`config.mk`:
```
export PLATFORM = sky130hd
export DESIGN_NAME = sha512_padder
export DESIGN_NICKNAME = d
export VERILOG_FILES = /design/src/rtl/sha512_pkg.sv /design/src/rtl/sha512_pad_line.sv /design/src/rtl/sha512_padder.sv
export SDC_FILE = /design/constraint.sdc
export NUM_CORES = 2
export LEC_CHECK = 0
export BUFFER_PORTS_ARGS = -buffer_cell sky130_fd_sc_hd__clkbuf_2
export CAP_MARGIN = 40
export CORE_AREA = 2 2 606 608
export CTS_CLUSTER_DIAMETER = 120
export DETAILED_ROUTE_END_ITERATION = 8
export DIE_AREA = 0 0 608 610
export PLACE_DENSITY_LB_ADDON = 0.05
export SLEW_MARGIN = 20
export SYNTH_ARGS = -nofsm -noshare
export SYNTH_HDL_FRONTEND = slang
export SYNTH_HIERARCHICAL = 1
export SYNTH_SLANG_ARGS = --single-unit
```
`constraint.sdc`:
```
create_clock -name clk -period 68.4 [get_ports clk]
set_input_delay 13.68 -clock clk [delete_from_list [all_inputs] [get_ports clk]]
set_output_delay 13.68 -clock clk [all_outputs]
set_load 0.01 [all_outputs]
```
`src/rtl/sha512_pkg.sv`:
```
// Shared types and constants for the SHA-512 message padding path.
package sha512_pkg;

  localparam int SHA512_BLOCK_BYTES = 128;
  localparam int SHA512_LEN_OFFSET  = 112;
  localparam int SHA512_LINE_BYTES  = 64;

  typedef logic [511:0] t_block;

  typedef enum logic [1:0] {
    FILL_LO,
    FILL_HI,
    EMIT,
    EXTRA
  } t_pad_state;

  // Bit i set when byte i of a 64-byte line lies below nbytes.
  function automatic logic [63:0] byte_mask(input logic [7:0] nbytes);
    logic [63:0] m;
    for (int i = 0; i < 64; i++) begin
      m[i] = (nbytes > 8'(i));
    end
    return m;
  endfunction

endpackage

```
`src/rtl/sha512_pad_line.sv`:
```
// Builds one 64-byte half of a SHA-512 block: keeps message bytes below n,
// places the 0x80 marker at byte n and the big-endian length in bytes 112..127.
module sha512_pad_line
  import sha512_pkg::*;
#(
  parameter int LEN_W = 64
) (
  input  logic [511:0]     data,
  input  logic             hi,
  input  logic [7:0]       n,
  input  logic [LEN_W-1:0] len,
  input  logic             marker_en,
  input  logic             len_en,
  output logic [511:0]     line
);

  localparam int LEN_BYTE0 = SHA512_LEN_OFFSET - SHA512_LINE_BYTES;

  logic [7:0]   local_n;
  logic [63:0]  keep;
  logic [127:0] len128;

  // Number of message bytes that fall inside this half.
  always_comb begin
    local_n = 8'd0;
    if (hi) begin
      if (n > 8'd64) local_n = n - 8'd64;
    end else begin
      local_n = (n > 8'd64) ? 8'd64 : n;
    end
  end

  assign keep   = byte_mask(local_n);
  assign len128 = 128'(len);

  for (genvar gi = 0; gi < SHA512_LINE_BYTES; gi++) begin : g_byte
    logic [7:0] pos;
    logic       marker_hit;
    assign pos        = {1'b0, hi, 6'(gi)};
    assign marker_hit = marker_en && (n == pos);
    if (gi >= LEN_BYTE0) begin : g_len
      assign line[8*gi +: 8] = keep[gi]        ? data[8*gi +: 8] :
                               marker_hit      ? 8'h80 :
                               (len_en && hi)  ? len128[8*(SHA512_LINE_BYTES-1-gi) +: 8] :
                                                 8'h00;
    end else begin : g_plain
      assign line[8*gi +: 8] = keep[gi]   ? data[8*gi +: 8] :
                               marker_hit ? 8'h80 : 8'h00;
    end
  end

endmodule

```
`src/rtl/sha512_padder.sv`:
```
// Packs 64-byte response lines into 1024-bit SHA-512 blocks and appends
// the FIPS 180-4 padding, adding a trailing block when the length does not fit.
module sha512_padder
  import sha512_pkg::*;
#(
  parameter int LEN_W = 64
) (
  input  logic         clk,
  input  logic         reset,
  input  logic         line_valid,
  input  logic [511:0] line_data,
  input  logic         line_last,
  input  logic [6:0]   line_bytes,
  output logic         line_ready,
  output t_block       block [2],
  output logic         block_valid,
  output logic         block_last,
  input  logic         ready
);

  t_pad_state       state_reg;
  logic [LEN_W-1:0] len_reg;
  logic             extra_reg;
  logic             marker_reg;
  logic             final_reg;
  t_block           asm_reg [2];

  logic             accept;
  logic             in_extra;
  logic [6:0]       bytes_eff;
  logic [7:0]       n_cur;
  logic [LEN_W-1:0] len_next;
  logic [LEN_W-1:0] pad_len;
  logic [7:0]       pad_n;
  logic             pad_marker;
  logic             pad_len_en;
  t_block           pad_data [2];
  t_block           pad_out  [2];

  assign accept   = line_valid && line_ready;
  assign in_extra = (state_reg == EXTRA);

  always_comb begin
    bytes_eff = 7'd64;
    if (line_last && (line_bytes < 7'd64)) bytes_eff = line_bytes;
  end

  assign n_cur    = ((state_reg == FILL_HI) ? 8'd64 : 8'd0) + {1'b0, bytes_eff};
  assign len_next = len_reg + LEN_W'({bytes_eff, 3'b000});

  // The extra block reuses the same pad logic with no message bytes (n = 0).
  assign pad_len    = in_extra ? len_reg : len_next;
  assign pad_n      = in_extra ? 8'd0 : n_cur;
  assign pad_marker = in_extra ? marker_reg : (line_last && (n_cur != 8'd128));
  assign pad_len_en = in_extra || (line_last && (n_cur <= 8'd111));

  always_comb begin
    pad_data[0] = in_extra ? '0 : line_data;
    pad_data[1] = (state_reg == FILL_HI) ? line_data : '0;
  end

  for (genvar gi = 0; gi < 2; gi++) begin : g_half
    sha512_pad_line #(
      .LEN_W(LEN_W)
    ) u_pad (
      .data      (pad_data[gi]),
      .hi        (gi == 1),
      .n         (pad_n),
      .len       (pad_len),
      .marker_en (pad_marker),
      .len_en    (pad_len_en),
      .line      (pad_out[gi])
    );
  end

  always_ff @(posedge clk or posedge reset) begin
    if (reset) begin
      state_reg   <= FILL_LO;
      line_ready  <= 1'b0;
      block_valid <= 1'b0;
      block_last  <= 1'b0;
      block[0]    <= '0;
      block[1]    <= '0;
      asm_reg[0]  <= '0;
      asm_reg[1]  <= '0;
      len_reg     <= '0;
      extra_reg   <= 1'b0;
      marker_reg  <= 1'b0;
      final_reg   <= 1'b0;
    end else begin
      block_valid <= 1'b0;
      block_last  <= 1'b0;
      case (state_reg)
        FILL_LO: begin
          line_ready <= 1'b1;
          if (accept) begin
            asm_reg[0] <= pad_out[0];
            len_reg    <= len_next;
            if (line_last) begin
              // At most 64 bytes here, so marker and length always fit.
              asm_reg[1] <= pad_out[1];
              final_reg  <= 1'b1;
              extra_reg  <= 1'b0;
              marker_reg <= 1'b0;
              line_ready <= 1'b0;
              state_reg  <= EMIT;
            end else begin
              state_reg <= FILL_HI;
            end
          end
        end
        FILL_HI: begin
          if (accept) begin
            asm_reg[1] <= pad_out[1];
            len_reg    <= len_next;
            final_reg  <= line_last && (n_cur <= 8'd111);
            extra_reg  <= line_last && (n_cur >= 8'd112);
            marker_reg <= line_last && (n_cur == 8'd128);
            line_ready <= 1'b0;
            state_reg  <= EMIT;
          end
        end
        EMIT: begin
          if (ready) begin
            block_valid <= 1'b1;
            block_last  <= final_reg;
            block[0]    <= asm_reg[0];
            block[1]    <= asm_reg[1];
            if (final_reg) begin
              len_reg   <= '0;
              extra_reg <= 1'b0;
            end
            if (extra_reg) begin
              state_reg <= EXTRA;
            end else begin
              line_ready <= 1'b1;
              state_reg  <= FILL_LO;
            end
          end
        end
        EXTRA: begin
          asm_reg[0] <= pad_out[0];
          asm_reg[1] <= pad_out[1];
          extra_reg  <= 1'b0;
          marker_reg <= 1'b0;
          final_reg  <= 1'b1;
          state_reg  <= EMIT;
        end
        default: state_reg <= FILL_LO;
      endcase
    end
  end

endmodule

```
==> run summary <==
status: complete, but fails checks
violated checks: max-slew violations
final setup fails: 0
Critical Path Source: line_last
post-route ant nets: 0
Num Clock Sinks: 2,117
Clock Latency Late Sink: 940 ps
DR vias/cell: 4.68
Core Util, Final: 33.6%
worst setup path class: in2reg
clock root cell: clkbuf_16
synth cell count leaders: 3,310 x nand2_1, 2,117 x dfrtp_1, 1,036 x mux2_2
largest net degree at the start of global routing: 173
TritonRoute pass-1 iters: 7
Starting Density: 27.0%
Primary FF master, synth: dfrtp_1
initial drt markers: 5,006
drt wl/cell: 28.1 um
wire length on met3: 29.3 mm
DR WL met2: 228 mm
uppermost routed layer: met5
I/O pin count: 1,551
Worst slew margin: -21.3%
Required @ worst endpoint: 69,230 ps
Yosys top cell by area: dfrtp_1
Ys Warns: 6
synthesized cell area: 98,600 sq um
hold buffer count at cts: 0
Final Hold Fails: 0
post-synthesis adder-cell area fraction: 0.145%
Hold Path Origin: asm_reg[299]$_DFFE_PP0P_
global route overflow: 0
synth unique cells: 97
syn_area_per_cell: 9.79 sq um
Filler cells: 38,100
Simple-Gate Fraction of Synth Area: 26.6%
Fmax: 0.0565 GHz
sequential share of the synthesized area: 53.8%
post-synthesis mux area share: 12.0%
area grow syn2layout: 24.4%
Site Rows: 222
worst-path maximum fanout: 45
xor-xnor portion of the synthesized cell area: 0.622%
Slew Limit Fails: 8
core area: 364,000 sq um
post-detail-place hpwl: 349 mm
largest family of logic cells by synthesized area: simple AND/OR/NAND/NOR gates
vias in the first global route: 80,400
final WL: 468 mm
top cell type's share of synthesized area: 53.8%
FF+latch count, synth: 2,117
first-pass GRT wire length: 653 mm
H-tree lvl count: 5
critical path's largest stage delay: 830 ps
CP Capture Type: flop
Reg2Reg Launch Point: state_reg[1]$_DFFE_PP0P_
DR vias: 78,000
Critical Path Source Type: input port
Synth Area in Compound Gates: 4.05%
asr flop ratio synth: 100%
total global routing track utilization: 24.6%
top post-synthesis cells by area: dfrtp_1 54%, nand2_1 13%, mux2_2 12%
Tmin final: 17,690 ps
share of cells above drive strength 1: 28.9%
slew at the pin closest to its max-slew limit: 1810 ps
worst vdd ir: 0.0000209 V
setup repair bufs after CTS: 0
RSZ-0062 raised after global routing: no
Placed Cells: 16,100
Period Utilization, post-route: 25.9%
initial antenna violation count: 189
Slowest-stage cell, CP: a21boi_2
Post-synth EDFFs: 0
CP Cell Sequence: clkbuf_2 -> and2b_1 -> inv_2 -> ha_1 -> inv_1 -> nor2_4 -> buf_4 -> inv_1 -> nand2_1 -> buf_4 -> a21o_1 -> a21boi_2 -> a22o_1 -> mux2_2
Power, Total: 0.00545 W
Hold Path Class: reg2reg
die width: 608 um
max-cap violations: 0
Pleak: 63.3 nW
Gate Count Post-Synth: 10,100
DIE AREA: 371,000 sq um
reg2reg setup slack: 63,070 ps
final cell count without fillers: 16,700
count leader, synth: nand2_1
CTS tree: built
data arrival time of the critical path: 18,520 ps
Num CTS Buffers: 273
# port buffers: 1,550
Die H: 610 um
CTS Buffer Depth: 4
Met1 Routed Length: 194 mm
setup TNS: 0 ps
Clock Skews: 50.1 ps
PostCTS Resize Cnt: 0
clock-pin slew on the worst setup and hold paths: 60 ps
Pwr per Cell Area: 44.5 nW/um^2
DRC Markers: 0
# nets final: 12,100
Final GP Congestion: 0.865
## critical path: cells and delay by family
family | cells | cell delay [ps]
buf+inv | 6 | 2120
mux | 1 | 140
fa+ha+maj | 1 | 210
compound gates | 3 | 1690
simple gates | 3 | 610
## layout by cell type (no fill, tap or decap), drive strengths merged, types with 24 or more instances in the layout
master and n:
xor2 35, buf 278, dfrtp 2117, a21oi 94, a31oi 36, clkinv 36
o22ai 24, nand3 69, o21ai 175, nor2b 987, nor2 126, xnor2 32
clkbuf 1962, diode 54, and2 850, nand2 3311, inv 127, a22o 93
and3 29, nand4 39, mux2 1036, nor3 47
## layer usage
| metal | GRT usage, % | up-vias |
|---|---|---|
| met4 | 8.11 | 72 |
| met5 | 0 | - |
| li1 | - | 35500 |
| met1 | 30.3 | 39600 |
| met3 | 6.11 | 756 |
| met2 | 41.9 | 2147 |
## metrics by stage
step | setup WS (ps) | hold slack, ps | cell area [sq um]
global route | 50310 | 449 | 123000
detailed placement | 48890 | 445 | 113000
CTS | 49890 | 425 | 122000
global placement | 47990 | 442 | 112000
floorplan | 25320 | 433 | 98600
finish | 50710 | 433 | 123000
## cells by family (layout without fill, tap and decap cells)
kind of cell | after synthesis | in the layout
buffers and inverters | 697 | 2411
AND/OR/NAND/NOR | 5551 | 5551
flip-flops | 2117 | 2117
XOR/XNOR | 67 | 67
adder cells (fa/ha/maj) | 12 | 12
AO/OA/AOI/OAI | 573 | 573
multiplexers | 1048 | 1048
other | 2 | 65
## power breakdown
| part | total (W) | internal [W] | leakage, nW | switching [W] |
|---|---|---|---|---|
| clock network | 0.00145 | 0.000848 | 4.34 | 0.000604 |
| registers | 0.00196 | 0.00169 | 28.6 | 0.000270 |
| logic | 0.00204 | 0.000716 | 30.4 | 0.00133 |
## final timing paths
kind | to | cells after the start
worst max-delay path | asm_reg[951]$_DFFE_PP0P_ | 14
worst min-delay path | block[299]$_DFFE_PP0P_ | 2
worst max register to register | asm_reg[951]$_DFFE_PP0P_ | 13
max in group asynchronous | block[829]$_DFFE_PP0P_ | 13
worst min register to register | block[299]$_DFFE_PP0P_ | 2
min in group asynchronous | block[66]$_DFFE_PP0P_ | 2
## area by class of cell
class / instances / area, sq um / area share [%]
antenna: 54 / 135 / 0.110
inverter: 113 / 435 / 0.355
multi-input combinational: 7262 / 43200 / 35.2
sequential: 2117 / 53000 / 43.2
timing repair buffer: 1828 / 11100 / 9.02
clock inverter: 58 / 673 / 0.549
clock buffer: 412 / 8120 / 6.62
tap: 4816 / 6030 / 4.91
Power figures use the tool's default switching activity.
